File: src/rtl/mips_mem_responder_pkg.sv
// Shared definitions for the MIPS memory responder: FSM encoding, default sizing
// and the address check used at request acceptance.
// No ports; imported by mips_mem_responder and mem_word_array.
package mips_mem_responder_pkg;

  localparam int unsigned MEM_DEPTH_DEFAULT   = 64;
  localparam int unsigned MEM_LATENCY_DEFAULT = 2;

  typedef enum logic [1:0] {
    IDLE = 2'd0,
    WAIT = 2'd1,
    RESP = 2'd2
  } state_t;

  // A request is rejected when it is not word aligned or names a word past the array.
  function automatic logic addr_err(input logic [31:0] addr, input int unsigned depth);
    return (addr[1:0] != 2'b00) || ({2'b00, addr[31:2]} >= depth);
  endfunction

endpackage

File: src/rtl/mem_word_array.sv
// Purpose: DEPTH x 32-bit word store, one synchronous write port, one asynchronous read port.
// Latency: write commits on the clock edge; read data follows raddr combinationally.
// Backpressure: none, the port is always available.
// Ports: clk/rst (async active-low, clears every word), we/waddr/wdata write port,
//        raddr/rdata read port.
module mem_word_array
  import mips_mem_responder_pkg::*;
#(
  parameter int unsigned DEPTH = MEM_DEPTH_DEFAULT,
  parameter int unsigned AW    = 6
) (
  input  logic          clk,
  input  logic          rst,
  input  logic          we,
  input  logic [AW-1:0] waddr,
  input  logic [31:0]   wdata,
  input  logic [AW-1:0] raddr,
  output logic [31:0]   rdata
);

  logic [31:0] mem [DEPTH];

  // Every word is cleared by reset, including stores committed just before it.
  always_ff @(posedge clk or negedge rst) begin
    if (!rst) begin
      for (int i = 0; i < int'(DEPTH); i++) mem[i] <= '0;
    end else if (we) begin
      mem[waddr] <= wdata;
    end
  end

  assign rdata = mem[raddr];

endmodule

File: src/rtl/mips_mem_responder.sv
// Purpose: single-outstanding load/store responder for a MIPS core, backed by mem_word_array.
// Latency: response valid LATENCY cycles after acceptance (1..15); one transaction at a time.
// Backpressure: response held stable until resp_ready; req_ready only while idle.
// Ports: clk, rst (async active-low); req_valid/req_ready/req_write/req_addr/req_wdata request
//        channel; resp_valid/resp_ready/resp_rdata/resp_err response channel.
module mips_mem_responder
  import mips_mem_responder_pkg::*;
#(
  parameter int unsigned DEPTH   = MEM_DEPTH_DEFAULT,
  parameter int unsigned LATENCY = MEM_LATENCY_DEFAULT
) (
  input  logic        clk,
  input  logic        rst,
  input  logic        req_valid,
  output logic        req_ready,
  input  logic        req_write,
  input  logic [31:0] req_addr,
  input  logic [31:0] req_wdata,
  output logic        resp_valid,
  input  logic        resp_ready,
  output logic [31:0] resp_rdata,
  output logic        resp_err
);

  localparam int unsigned AW = (DEPTH > 1) ? $clog2(DEPTH) : 1;
  // WAIT ends on the edge where the incremented count reaches LATENCY-1, so RESP is entered
  // LATENCY-1 edges after acceptance and the core samples resp_valid LATENCY edges later.
  localparam logic [3:0] LAT_LAST = 4'(LATENCY - 1);

  state_t      state;
  logic [3:0]  cnt;
  logic [31:0] rdata_q;
  logic        err_q;

  logic          accept;
  logic          req_err;
  logic [AW-1:0] word_idx;
  logic [31:0]   mem_rdata;
  logic [3:0]    cnt_nxt;

  assign accept   = req_valid && (state == IDLE);
  assign req_err  = addr_err(req_addr, DEPTH);
  assign word_idx = req_addr[AW+1:2];
  assign cnt_nxt  = cnt + 4'd1;

  // Stores commit on the acceptance edge, so a following load always sees them.
  mem_word_array #(
    .DEPTH (DEPTH),
    .AW    (AW)
  ) u_mem (
    .clk   (clk),
    .rst   (rst),
    .we    (accept && req_write && !req_err),
    .waddr (word_idx),
    .wdata (req_wdata),
    .raddr (word_idx),
    .rdata (mem_rdata)
  );

  always_ff @(posedge clk or negedge rst) begin
    if (!rst) begin
      state   <= IDLE;
      cnt     <= '0;
      rdata_q <= '0;
      err_q   <= 1'b0;
    end else begin
      case (state)
        IDLE: begin
          if (req_valid) begin
            cnt     <= '0;
            err_q   <= req_err;
            rdata_q <= (req_err || req_write) ? 32'd0 : mem_rdata;
            state   <= (LATENCY == 1) ? RESP : WAIT;
          end
        end
        WAIT: begin
          cnt <= cnt_nxt;
          if (cnt_nxt == LAT_LAST) state <= RESP;
        end
        RESP: begin
          // Outputs return to zero once the core has taken the response.
          if (resp_ready) begin
            state   <= IDLE;
            rdata_q <= '0;
            err_q   <= 1'b0;
          end
        end
        default: state <= IDLE;
      endcase
    end
  end

  assign req_ready  = (state == IDLE);
  assign resp_valid = (state == RESP);
  assign resp_rdata = rdata_q;
  assign resp_err   = err_q;

endmodule
File: config.mk
export PLATFORM = sky130hd
export DESIGN_NAME = mips_mem_responder
export DESIGN_NICKNAME = d
export VERILOG_FILES = /design/src/rtl/mips_mem_responder_pkg.sv /design/src/rtl/mem_word_array.sv /design/src/rtl/mips_mem_responder.sv
export SDC_FILE = /design/constraint.sdc
export NUM_CORES = 2
export LEC_CHECK = 0
export ABC_CLOCK_PERIOD_IN_PS = 3400
export CORE_MARGIN = 2
export CORE_UTILIZATION = 63
export CTS_CLUSTER_DIAMETER = 60
export CTS_CLUSTER_SIZE = 20
export DETAILED_ROUTE_END_ITERATION = 8
export MAX_ROUTING_LAYER = met4
export PLACE_DENSITY = 0.78
export SYNTH_ARGS = -nofsm -noshare
export SYNTH_HDL_FRONTEND = slang
export SYNTH_SLANG_ARGS = --single-unit
File: constraint.sdc
create_clock -name clk -period 3.4 [get_ports clk]
set_clock_uncertainty 0.2 [all_clocks]
set_input_delay 0.85 -clock clk [delete_from_list [all_inputs] [get_ports clk]]
set_output_delay 0.85 -clock clk [all_outputs]
set_load 0.02 [all_outputs]
# Yosys cells after proc, flatten, opt, wreduce, memory -nomap -nowiden
# Index checks and enable logic that the tools add are counted.
dict set report word_totals {
  ff_bits 2087
  output_inout_bits 35
  word_cells 112
}
dict set report op_classes {
  add_sub_neg 1
  magnitude_cmp 3
  eq_ne 6
  mux 19
  bitwise 1
  reduce_logical 14
}
# cell count
set op_table {}
lappend op_table {{$bwmux W2048} 1}
lappend op_table {{$bmux W32 S6} 1}
lappend op_table {{$demux W32 S6} 1}
lappend op_table {{$mux W32} 6}
lappend op_table {{$pmux W32 S2} 1}
lappend op_table {{$ge A30 B7 Y1 const B} 1}
lappend op_table {{$pmux W4 S2} 1}
lappend op_table {{$ge A7 B7 Y1 const B} 1}
lappend op_table {{$lt A7 B1 Y1 const B} 1}
lappend op_table {{$not A6 Y7} 1}
lappend op_table {{$mux W2} 3}
lappend op_table {{$pmux W2 S3} 1}
lappend op_table {{$reduce_and A3 Y1} 2}
lappend op_table {{$reduce_bool A2 Y1} 3}
lappend op_table {{$add A4 B1 Y4 const B} 1}
lappend op_table {{$eq A4 B1 Y1 const B} 1}
lappend op_table {{$logic_and A1 B1 Y1} 4}
lappend op_table {{$mux W4} 1}
lappend op_table {{$ne A2 B2 Y1 const B} 2}
lappend op_table {{$eq A2 B1 Y1 const B} 1}
lappend op_table {{$eq A2 B2 Y1 const B} 1}
lappend op_table {{$logic_not A2 Y1} 1}
lappend op_table {{$logic_or A1 B1 Y1} 2}
lappend op_table {{$mux W1} 2}
lappend op_table {{4 further kinds} 4}

# Longest topological paths before layout
dict set report logic_depth {
  depth_word 7
  mapped_depth 11
}

# Cells and area by module
# A second synthesis with hierarchy kept.
dict set report hier_totals {
  cells_unflattened 5918
  hier_area_um2 94187.8
}
# module instances cells_each area_each_um2
set modules_own_cells {}
lappend modules_own_cells {mem_word_array 1 5788 92511.2}
lappend modules_own_cells {mips_mem_responder 1 130 1676.6}

# Worst setup path after synthesis
# OpenSTA, ideal clock, no wires.
dict set report synth_timing {
  path_kind {input to register}
  from {input port req_addr[23]}
  to {register u_mem.mem[1153] (netlist name)}
  arrival_ns 2.933
  setup_slack_ns 0.143
  stages 8
  path_buffers 3
  cell_sequence {nor4_1 nand3_1 or2_1 buf_2 buf_4 nor4_2 buf_4 mux2_2}
}
dict set report synth_via {
  elab_chain_cells 4
}
# element line_no
set synth_lines {}
lappend synth_lines {{start, declared} mips_mem_responder.sv:17} ;# input logic [31:0] req_addr,
lappend synth_lines {{$ge A30 B7 Y1} mips_mem_responder_pkg.sv:17} ;# return (addr[1:0] != 2'b00) || ({2'b00, addr[31:2]} >= depth);
lappend synth_lines {{$logic_or A1 B1 Y1} mips_mem_responder_pkg.sv:17}
lappend synth_lines {{$logic_not A1 Y1} mips_mem_responder.sv:53} ;# .we (accept && req_write && !req_err),
lappend synth_lines {{$logic_and A1 B1 Y1} mips_mem_responder.sv:53}
lappend synth_lines {{end signal, assigned by index} mem_word_array.sv:28} ;# mem[waddr] <= wdata;
lappend synth_lines {{end, declared} mem_word_array.sv:21} ;# logic [31:0] mem [DEPTH];
# No other way between the ends.
# A chain may end at the register's enable or synchronous reset.

# Worst setup path in the final report
dict set report layout_timing {
  from {register state[1]}
  to {output port resp_valid}
}
dict set report layout_via {
  elab_chain_cells 1
}
# element line_no
set layout_lines {}
lappend layout_lines {{start, declared} mips_mem_responder.sv:30} ;# state_t state;
lappend layout_lines {{start signal, assigned} mips_mem_responder.sv:73} ;# state <= (LATENCY == 1) ? RESP : WAIT;
lappend layout_lines {{$eq A2 B2 Y1} mips_mem_responder.sv:94} ;# assign resp_valid = (state == RESP);
lappend layout_lines {{end, declared} mips_mem_responder.sv:19} ;# output logic resp_valid,
# No other way between the ends.

==> results.md <==
- Outcome: completed
- Final antenna-violating net count: 0
- Achievable clock frequency: 309 MHz
- Final setup TNS: 0 ps
- Synth unique cells: 65
- Length of the first detailed-routing pass in iterations: 6
- Number of warnings issued by yosys: 0
- Worst Hold Depth: 1
- Layout cells sized above 1: 0.475
- Global placer's final weighted congestion: 0.996
- Initial antenna violation count: 12
- Wirelength per Cell: 34.9 um
- Setup-violating endpoint count in the final report: 0
- Worst endpoint data arrival time: 2190 ps
- Synthesis-to-layout area growth: 13.7%
- Maximum ir drop on the vdd rail: 0.475 mV
- Hold Fails Final Rpt: 0
- Area of the die: 153000 um^2
- Total vias in the final route: 65329
- Maximum fanout encountered on the critical timing path: 9
- CTS root buffer: sky130_fd_sc_hd__clkbuf_16
- Cell types occupying the most area after synthesis: sky130_fd_sc_hd__dfrtp_1 55%, sky130_fd_sc_hd__mux2_2 26%, sky130_fd_sc_hd__mux4_2 3.6%
- Endpoint type of the worst setup path: output pin
- Fraction of the cycle the final worst path needs: 0.952
- Wire length of the first global-routing pass: 458000 um
- Setup Crit Path Kind: reg -> out
- Synth cell count leaders: 2175 x sky130_fd_sc_hd__mux2_2, 2087 x sky130_fd_sc_hd__dfrtp_1, 343 x sky130_fd_sc_hd__clkbuf_1
- Post-synthesis area per instance: 14.0 um^2
- Number of enable flip-flop cells after synthesis: 0
- Smallest hold slack: 293 ps
- Via count of the first global-routing pass: 65813
- Die span in x: 391 um
- Unrepaired setup endpoints after global routing: false
- Critical path startpoint category: flip-flop
- TritonCTS clock tree: done
- CTS clk-pin slew, worst paths: 80 ps
- Fraction of the yosys area taken by sequential cells: 0.553
- Area share of the largest cell type after synthesis: 0.553
- Average vias per placed instance: 7.20
- Max Slew Vio Count: 0
- Syn Inst Count: 6761
- Clock period minus final worst setup slack: 3240 ps
- TritonCTS sink count: 2087
- Number of design-rule violations left by the first detailed-router iteration: 7930
- DIE HEIGHT: 391 um
- FP Rows: 142
- Max capacitance violation total: 0
- Final net count: 7022
- Count of buffers inserted at the top-level ports: 103
- Cell Area, Synth: 94400 um^2
- Most repeated cell in the gate-level netlist after synthesis: sky130_fd_sc_hd__mux2_2
- Data required time at the worst endpoint: 2350 ps
- Count of filler cells inserted in the layout: 9714
- Relative slew margins: 0.187
- Residual overflow from global routing: 0
- Total routing usage reported by global routing: 0.428
- Core Area: 149000 um^2
- Synthesis-stage register bit count: 2087
- Worst Reg-to-Reg Cells: 8
- Effective utilization at floorplan: 0.632
- Post-CTS Repair Setup Buffers: 0
- Leakage power: 54.1 nW
- Maximum root-to-sink buffer count: 3
- Pin count of the biggest net entering global routing: 137
- Share of async-settable or async-resettable flops after synthesis: 1.00
- Library cell with the largest summed area after synthesis: sky130_fd_sc_hd__dfrtp_1
- DRT Wirelength: 317000 um
- Dominant synthesized flop cell: sky130_fd_sc_hd__dfrtp_1
- H-tree depth reported by CTS: 4
- Number of buffers created by CTS: 142
- Area used by multi-input combinational logic: 39600 um^2
- Worst hold path type: reg -> reg
- Detailed-placement wirelength estimate: 202000 um
- Drt drc: 0
- Synthesized netlist net count: 6832
- Source-to-sink clock delay at the later pin of the worst-skew pair: 820 ps
- Least-Margin Pin Slew: 1210 ps
- Ratio of total power to cell area: 439 nW/um^2
- Sequential cell area in the final layout: 52200 um^2
- Count of boundary I/O pins: 104
[cells in the final DEF (no fill, tap or decap), drive strengths merged, types with 18 or more instances in the layout]
master | synthesis | final
a211oi | 42 | 42
a21oi | 109 | 109
a221oi | 39 | 39
a22oi | 66 | 66
a2bb2oi | 32 | 32
buf | 362 | 683
clkbuf | 343 | 161
clkdlybuf4s50 | 0 | 67
clkinv | 1 | 27
dfrtp | 2087 | 2087
inv | 9 | 29
mux2 | 2195 | 2195
mux2i | 238 | 238
mux4 | 153 | 153
nand2 | 184 | 184
nand2b | 20 | 20
nor2 | 122 | 122
nor2b | 23 | 23
nor3 | 18 | 18
o21ai | 105 | 105
o221ai | 160 | 160
o22ai | 246 | 246
[path summary, 6_finish.rpt]
path                            slack (ps)                     endpoint                       start
worst min register to register         290   u_mem.mem[138]$_DFFE_PN0P_  u_mem.mem[138]$_DFFE_PN0P_
worst min-delay path                   290   u_mem.mem[138]$_DFFE_PN0P_  u_mem.mem[138]$_DFFE_PN0P_
worst max register to register         280   resp_rdata[20]$_DFFE_PN0P_        state[1]$_DFFE_PN0P_
worst max-delay path                   160                   resp_valid        state[1]$_DFFE_PN0P_
min in group asynchronous              380   u_mem.mem[658]$_DFFE_PN0P_                         rst
max in group asynchronous             1350  u_mem.mem[1547]$_DFFE_PN0P_                         rst
[logic make-up after synthesis]
logic type	synth area share
compound gates	0.0706
xor+xnor	0.0000927
fa+ha+maj	0.000265
buf+inv	0.0308
flops	0.553
mux	0.323
simple gates	0.0218
[layer usage]
metal,vias to the layer above,track usage,part of all wire
li1,25417,-,-
met1,34590,0.549,0.38
met2,4169,0.612,0.44
met3,1153,0.116,0.11
met4,0,0.260,0.072
met5,-,-,0
[critical path, cell delays in order (launching register included)]
cell,delay (ps)
sky130_fd_sc_hd__dfrtp_1,510
sky130_fd_sc_hd__nor2b_1,220
sky130_fd_sc_hd__clkdlybuf4s50_1,630
[sequential cells by signal, indices dropped and copies added (netlist names)]
register / flops
state: 2
u_mem.mem: 2048
resp_err: 1
cnt: 4
resp_rdata: 32
[final cells by class]
type	instances	area share
Inverter	10	0.000443
Antenna cell	17	0.000396
Clock inverter	69	0.00860
Tap cell	2016	0.0235
Clock buffer	161	0.0354
Multi-Input combinational cell	3959	0.368
Timing Repair Buffer	751	0.0772
Sequential cell	2087	0.486
[stage by stage]
step / cells / setup WS (ps) / power, mW / area, um^2 / utilization
CTS: 9053 / 116 / 47.2 / 107000 / 0.719
finish: 9070 / 162 / 47.2 / 107000 / 0.719
detailed placement: 8822 / -633 / 29.2 / 103000 / 0.687
global route: 9063 / 7.19 / 48.3 / 107000 / 0.719
floorplan: 6761 / 143 / 27.0 / 94400 / -
global placement: 8822 / -683 / 29.1 / 103000 / 0.687
[report_power, final]
group	total [mW]	leakage, nW	switching (mW)	internal [mW]
clock network	18.4	2.30	9.15	9.27
logic	3.88	22.6	2.69	1.20
registers	24.9	29.2	0.0519	24.8
[what timing repair did]
item	4_1_cts	5_1_grt
hold buffers	1	0
gates resized for setup	0	3
setup endpoints to repair	0	3
endpoints found under the hold margin	19	0
Power figures use the tool's default switching activity.
